==> src/rtl/note_match_lanes.sv <==
// rtl/note_match_lanes.sv - per-lane rhythm note matcher with hit/miss classification and totals
//
// Ports:
//   clk, rst_n     : clock (posedge) and synchronous active-low reset
//   song_time      : current song time in ticks
//   note_edge      : per-lane press pulse
//   note_time      : per-lane head note time from the note buffer (all-ones = empty)
//   note_request   : per-lane pulse asking the buffer to advance past its head
//   match_valid    : per-lane pulse, a press was classified
//   match_hit      : per-lane hit (1) or stray press (0)
//   match_time     : per-lane matched note time (0 on stray)
//   match_delta    : per-lane signed song_time - match_time (0 on stray)
//   miss_valid     : per-lane pulse, a note expired unmatched
//   miss_time      : per-lane time of the missed note
//   hit_count      : saturating total of hits over all lanes
//   miss_count     : saturating total of misses over all lanes
module note_match_lanes #(
    parameter int LANES   = 5,
    parameter int TIME_W  = 18,
    parameter int TIMEOUT = 100,
    parameter int WINDOW  = 10
) (
    input  logic                          clk,
    input  logic                          rst_n,
    input  logic [TIME_W-1:0]             song_time,
    input  logic [LANES-1:0]              note_edge,
    input  logic [LANES*TIME_W-1:0]       note_time,
    output logic [LANES-1:0]              note_request,
    output logic [LANES-1:0]              match_valid,
    output logic [LANES-1:0]              match_hit,
    output logic [LANES*TIME_W-1:0]       match_time,
    output logic [LANES*(TIME_W+1)-1:0]   match_delta,
    output logic [LANES-1:0]              miss_valid,
    output logic [LANES*TIME_W-1:0]       miss_time,
    output logic [15:0]                   hit_count,
    output logic [15:0]                   miss_count
);

    localparam int                DW     = TIME_W + 1;
    localparam logic [TIME_W-1:0] EMPTY  = '1;
    localparam logic [DW-1:0]     WIN    = DW'(WINDOW);
    localparam logic [TIME_W-1:0] TMO    = TIME_W'(TIMEOUT);

    logic [LANES-1:0] hit_c;
    logic [LANES-1:0] miss_c;

    // Distance is taken one bit wider so the sign of the difference survives.
    function automatic logic [DW-1:0] abs_diff(input logic [TIME_W-1:0] a,
                                               input logic [TIME_W-1:0] b);
        logic [DW-1:0] d;
        d = {1'b0, a} - {1'b0, b};
        return d[DW-1] ? -d : d;
    endfunction

    function automatic logic [15:0] bump(input logic [15:0] cnt,
                                         input logic [LANES-1:0] ev);
        logic [16:0] sum;
        sum = {1'b0, cnt};
        for (int i = 0; i < LANES; i++) begin
            sum = sum + 17'(ev[i]);
        end
        return sum[16] ? 16'hFFFF : sum[15:0];
    endfunction

    for (genvar g = 0; g < LANES; g++) begin : g_lane
        logic [TIME_W-1:0] nt;
        logic [TIME_W-1:0] past_q;
        logic              past_valid_q;
        logic              pend_q;
        logic              fut_valid;
        logic [DW-1:0]     dp;
        logic [DW-1:0]     df;
        logic              use_past;
        logic              in_window;
        logic              hit;
        logic              hit_past;
        logic              hit_fut;
        logic              promote;
        logic              timeout;
        logic              miss;
        logic              request;
        logic [TIME_W-1:0] cand_time;

        logic              req_q;
        logic              mv_q;
        logic              mh_q;
        logic [TIME_W-1:0] mt_q;
        logic [DW-1:0]     md_q;
        logic              xv_q;
        logic [TIME_W-1:0] xt_q;

        assign nt        = note_time[g*TIME_W +: TIME_W];
        // The head is hidden while a request is outstanding: the buffer has
        // not yet presented the replacement note.
        assign fut_valid = (nt != EMPTY) && !pend_q;
        assign dp        = abs_diff(song_time, past_q);
        assign df        = abs_diff(nt, song_time);
        // Ties go to the past note; an absent future never wins.
        assign use_past  = past_valid_q && (!fut_valid || dp <= df);
        assign in_window = use_past ? (dp <= WIN) : (fut_valid && df <= WIN);
        assign hit       = note_edge[g] && in_window;
        assign hit_past  = hit && use_past;
        assign hit_fut   = hit && !use_past;
        assign promote   = fut_valid && (nt <= song_time) && !hit_fut;
        // Unsigned wrap-around difference, so a song-time rollover still ages notes.
        assign timeout   = past_valid_q && ((song_time - past_q) > TMO);
        // A past hit this cycle consumes the note, so neither promotion
        // nor timeout can report it as missed.
        assign miss      = past_valid_q && !hit_past && (promote || timeout);
        assign request   = promote || hit_fut;
        assign cand_time = use_past ? past_q : nt;

        assign hit_c[g]  = hit;
        assign miss_c[g] = miss;

        always_ff @(posedge clk) begin
            if (!rst_n) begin
                past_q       <= '0;
                past_valid_q <= 1'b0;
                pend_q       <= 1'b0;
                req_q        <= 1'b0;
                mv_q         <= 1'b0;
                mh_q         <= 1'b0;
                mt_q         <= '0;
                md_q         <= '0;
                xv_q         <= 1'b0;
                xt_q         <= '0;
            end else begin
                pend_q <= request;
                if (promote) begin
                    past_q       <= nt;
                    past_valid_q <= 1'b1;
                end else if (hit_past || timeout) begin
                    past_valid_q <= 1'b0;
                end
                req_q <= request;
                mv_q  <= note_edge[g];
                mh_q  <= hit;
                mt_q  <= hit ? cand_time : '0;
                md_q  <= hit ? ({1'b0, song_time} - {1'b0, cand_time}) : '0;
                xv_q  <= miss;
                xt_q  <= miss ? past_q : '0;
            end
        end

        assign note_request[g]                 = req_q;
        assign match_valid[g]                  = mv_q;
        assign match_hit[g]                    = mh_q;
        assign match_time[g*TIME_W +: TIME_W]  = mt_q;
        assign match_delta[g*DW +: DW]         = md_q;
        assign miss_valid[g]                   = xv_q;
        assign miss_time[g*TIME_W +: TIME_W]   = xt_q;
    end

    always_ff @(posedge clk) begin
        if (!rst_n) begin
            hit_count  <= '0;
            miss_count <= '0;
        end else begin
            hit_count  <= bump(hit_count, hit_c);
            miss_count <= bump(miss_count, miss_c);
        end
    end

endmodule
==> config.mk <==
export PLATFORM = sky130hd
export DESIGN_NAME = note_match_lanes
export DESIGN_NICKNAME = d
export VERILOG_FILES = /design/src/rtl/note_match_lanes.sv
export SDC_FILE = /design/constraint.sdc
export NUM_CORES = 2
export LEC_CHECK = 0
export ABC_AREA = 1
export CAP_MARGIN = 10
export CORE_UTILIZATION = 55
export CTS_CLUSTER_DIAMETER = 120
export DETAILED_ROUTE_END_ITERATION = 8
export PLACE_DENSITY = 0.79
export SLEW_MARGIN = 20
export SYNTH_ARGS = -nofsm -noshare
export SYNTH_HDL_FRONTEND = slang
export SYNTH_SLANG_ARGS = --single-unit
==> constraint.sdc <==
create_clock -name clk -period 8.3 [get_ports clk]
set_input_delay 0.83 -clock clk [delete_from_list [all_inputs] [get_ports clk]]
set_output_delay 0.83 -clock clk [all_outputs]
set_load 0.05 [all_outputs]
==> summary.md <==
| Metric | Value |
|---|---|
| Adder-Cell Fraction of Synth Area | 0.1416 |
| Simple-gate area share of the yosys netlist | 0.3253 |
| Ys Warns | 0 |
| Pre-antenna DRT Iters | 6 |
| Routed Antenna Nets | 0 |
| Logic pwr share | 0.562 |
| CTS sink count | 422 |
| Worst hold stages | 2 |
| CP max stage delay | 0.63 ns |
| WL/cell | 19.59 um |
| CTS Buf Count | 46 |
| Layout Area Growth over Synthesis | 23.91% |
| CP required | 8.77 ns |
| Max VDD drop | 0.1535 mV |
| Clock Power Share | 0.218 |
| Fraction of registers with async set/reset | 0 |
| DP Cell Count | 6999 |
| Outcome | finished clean |
| CTS tree | done |
| Crit path arrival time | 8.29 ns |
| Clk Latency, worst-skew pair | 0.61 ns |
| Max Cap Viol | 0 |
| Nature of the critical path endpoint | register |
| Commonest non-fill, non-tap cell in the layout | nand2_1 |
| Final setup viols | 0 |
| Die Area | 67800 um^2 |
| Most frequent cells in the layout | nand2_1 (1202), inv_1 (769), nor2_1 (691) |
| Post-synth EDFFs | 0 |
| H-tree depth | 2 |
| Power, Total | 0.01015 W |
| Layout Cells excl Fill | 7116 |
| Yosys cell types | 75 |
| Initial antenna violation count | 13 |
| Worst Hold Launch | g_lane[1].past_q[7]$_SDFFE_PN0P_ |
| Largest net degree at the start of global routing | 66 |
| R2R cell count | 42 |
| Worst-Margin Slew | 0.8443 ns |
| IO Count | 442 |
| Switch share | 0.4589 |
| Internal | 0.005491 W |
| Sequential area share after synthesis | 0.2301 |
| Worst-path clk slew | 0.06 ns |
| Cts hold-fix bufs | 0 |
| Synth Register Bits | 422 |
| Pwr Density | 223.1 nW/um^2 |
| Final net count | 6722 |
| Hold Violations, Final | 0 |
| Port Buffers | 441 |
| Layout Utilization | 0.6907 |
| Root Driver | clkbuf_16 |
| Fmax | 0.1280 GHz |
| Sequential share of power | 0.219 |
| Most common cell type on the critical path | nand2_1 |
| R2R Setup Slk | 1.04 ns |
| FP Rows | 94 |
| Crit Path Max Fanout | 13 |
| Core outline area | 65860 um^2 |
| Vias | 39590 |
| XOR/XNOR Fraction of Synth Area | 0.07061 |
| Clk buf depth | 3 |
| Crit path from | song_time[2] |
| Initial Util | 0.5575 |
| Mapped Area | 36720 um^2 |
| Fraction of layout cells with a size suffix above 1 | 0.1165 |
| Global route overflow | 0 |
| Clock skew | 0.02597 ns |
| Switching Power | 0.004657 W |
| Cells after Synth | 5556 |
| Slew Limit Fails | 0 |
| Pleak | 22.21 nW |
| RR Startpoint | g_lane[2].past_q[0]$_SDFFE_PN0P_ |
| Slew HR | 0.4371 |
| Crit path kind | in2reg |
| Startpoint types | input pin |
| DR DRC count | 0 |
| Die width | 260.4 um |
| R2r endpoint | hit_count[10]$_SDFF_PN0_ |
| Main synth FF type | dfxtp_1 |
| Synthesized area per cell | 6.608 um^2 |
| Synth Net Count | 6074 |
| First-pass GRT wire length | 207400 um |
| Slowest CP cell | clkdlybuf4s50_1 |
| Via density | 5.564 |
| Post-synthesis mux area share | 0 |
| RePlAce Congestion | 1.076 |
| Post-route minimum period | 7.814 ns |
| Worst Hold Path EP | g_lane[1].past_q[7]$_SDFFE_PN0P_ |
| Detailed Route Iter0 Violations | 3992 |
| Total Wirelength | 139400 um |
| Post-DP HPWL | 113500 um |
| Worst Hold Class | reg2reg |
| All-layer global routing usage | 0.3986 |
| Vias in the first global route | 35720 |
| Die Height | 260.4 um |
| Fraction of the mapped netlist area in compound gates | 0.1278 |
| Tcrit/Tclk final | 0.9414 |
| Largest family of logic cells by synthesized area | simple AND/OR/NAND/NOR gates |
-- registers in the layout (all words and copies together) (netlist names) --
signal               flops
g_lane.xt_q             90
g_lane.mt_q             90
g_lane.req_q             5
hit_count               16
g_lane.past_valid_q      5
g_lane.xv_q              5
g_lane.mv_q              5
g_lane.mh_q              5
g_lane.past_q           90
miss_count              16
g_lane.md_q             95
-- area by class of cell --
cell class	count	area, um^2
Antenna cell	10	25.02
Clock buffer	66	1390
Clock inverter	20	235.2
Fill cell	5825	20370
Inverter	831	3154
Multi-Input combinational cell	4198	24580
Sequential cell	422	8448
Tap cell	864	1081
Timing Repair Buffer	705	6584
-- synthesized netlist by cell type (all sizes together) (22+ instances only) --
cell,count,area share
xnor2,76,0.021
a21o,22,0.0045
nand2,1262,0.13
or2,24,0.0041
nor3,85,0.013
buf,68,0.016
o21ai,345,0.048
dfxtp,422,0.23
nand4,118,0.020
ha,382,0.13
nand3,311,0.047
nand3b,30,0.0062
nor4,28,0.0048
nor2,828,0.096
inv,826,0.085
clkbuf,37,0.0039
a21oi,337,0.049
xor2,199,0.050
-- critical path: cells and delay by family --
family	cells	cell delay, ns
buffers and inverters	9	1.63
adder cells (fa/ha/maj)	3	1.02
XOR/XNOR	2	0.61
AND/OR/NAND/NOR	16	1.73
AO/OA/AOI/OAI	14	2.45
-- timing repair --
action,4_1_cts,5_1_grt
setup endpoints to repair,0,40
gates resized for setup,0,54
setup buffers,0,21
-- power groups by stage --
stage	Sequential [W]	Clock (W)	Combinational [W]
after global routing	0.00224	0.00230	0.00629
after CTS	0.00223	0.00222	0.00555
after global placement	0.00226	0	0.00544
final	0.00223	0.00222	0.00571
after floorplan	0.00247	0	0.00364
after detailed placement	0.00227	0	0.00550
-- per-stage QoR --
stage          setup WS (ns)  setup TNS, ns  hold slack (ns)  instance area (um^2)
2_1_floorplan         0.8882              0           0.4357                 36720
3_3_place_gp        -0.09659         -1.047           0.4616                 43460
3_5_place_dp         -0.2105         -4.096           0.4711                 43460
4_1_cts               0.2873              0           0.4851                 45090
5_1_grt             -0.01207       -0.01478           0.5002                 45490
6_report              0.4860              0           0.4834                 45490
-- metal layers --
layer | track usage | wire (um)
met3 | 0.08518 | 16010
met4 | 0.2102 | 8172
met2 | 0.5892 | 56960
met5 | 0 | 66
met1 | 0.5407 | 58180
-- kinds of logic (layout without fill, tap and decap cells) --
kind of cell,Yosys count,after routing
flops,422,422
simple gates,2691,2691
xor+xnor,275,275
compound gates,829,829
fa+ha+maj,403,403
buf+inv,936,1622
other cells,0,10
-- worst max path at each step --
| stage | end | cells after the start |
|---|---|---|
| after floorplan | miss_count[11]$_SDFF_PN0_ | 45 |
| after global placement | hit_count[7]$_SDFF_PN0_ | 42 |
| after detailed placement | hit_count[7]$_SDFF_PN0_ | 42 |
| after CTS | hit_count[15]$_SDFF_PN0_ | 41 |
| after global routing | miss_count[9]$_SDFF_PN0_ | 52 |
| final | g_lane[4].md_q[15]$_SDFF_PN0_ | 44 |
(Power assumes the default switching activity.)
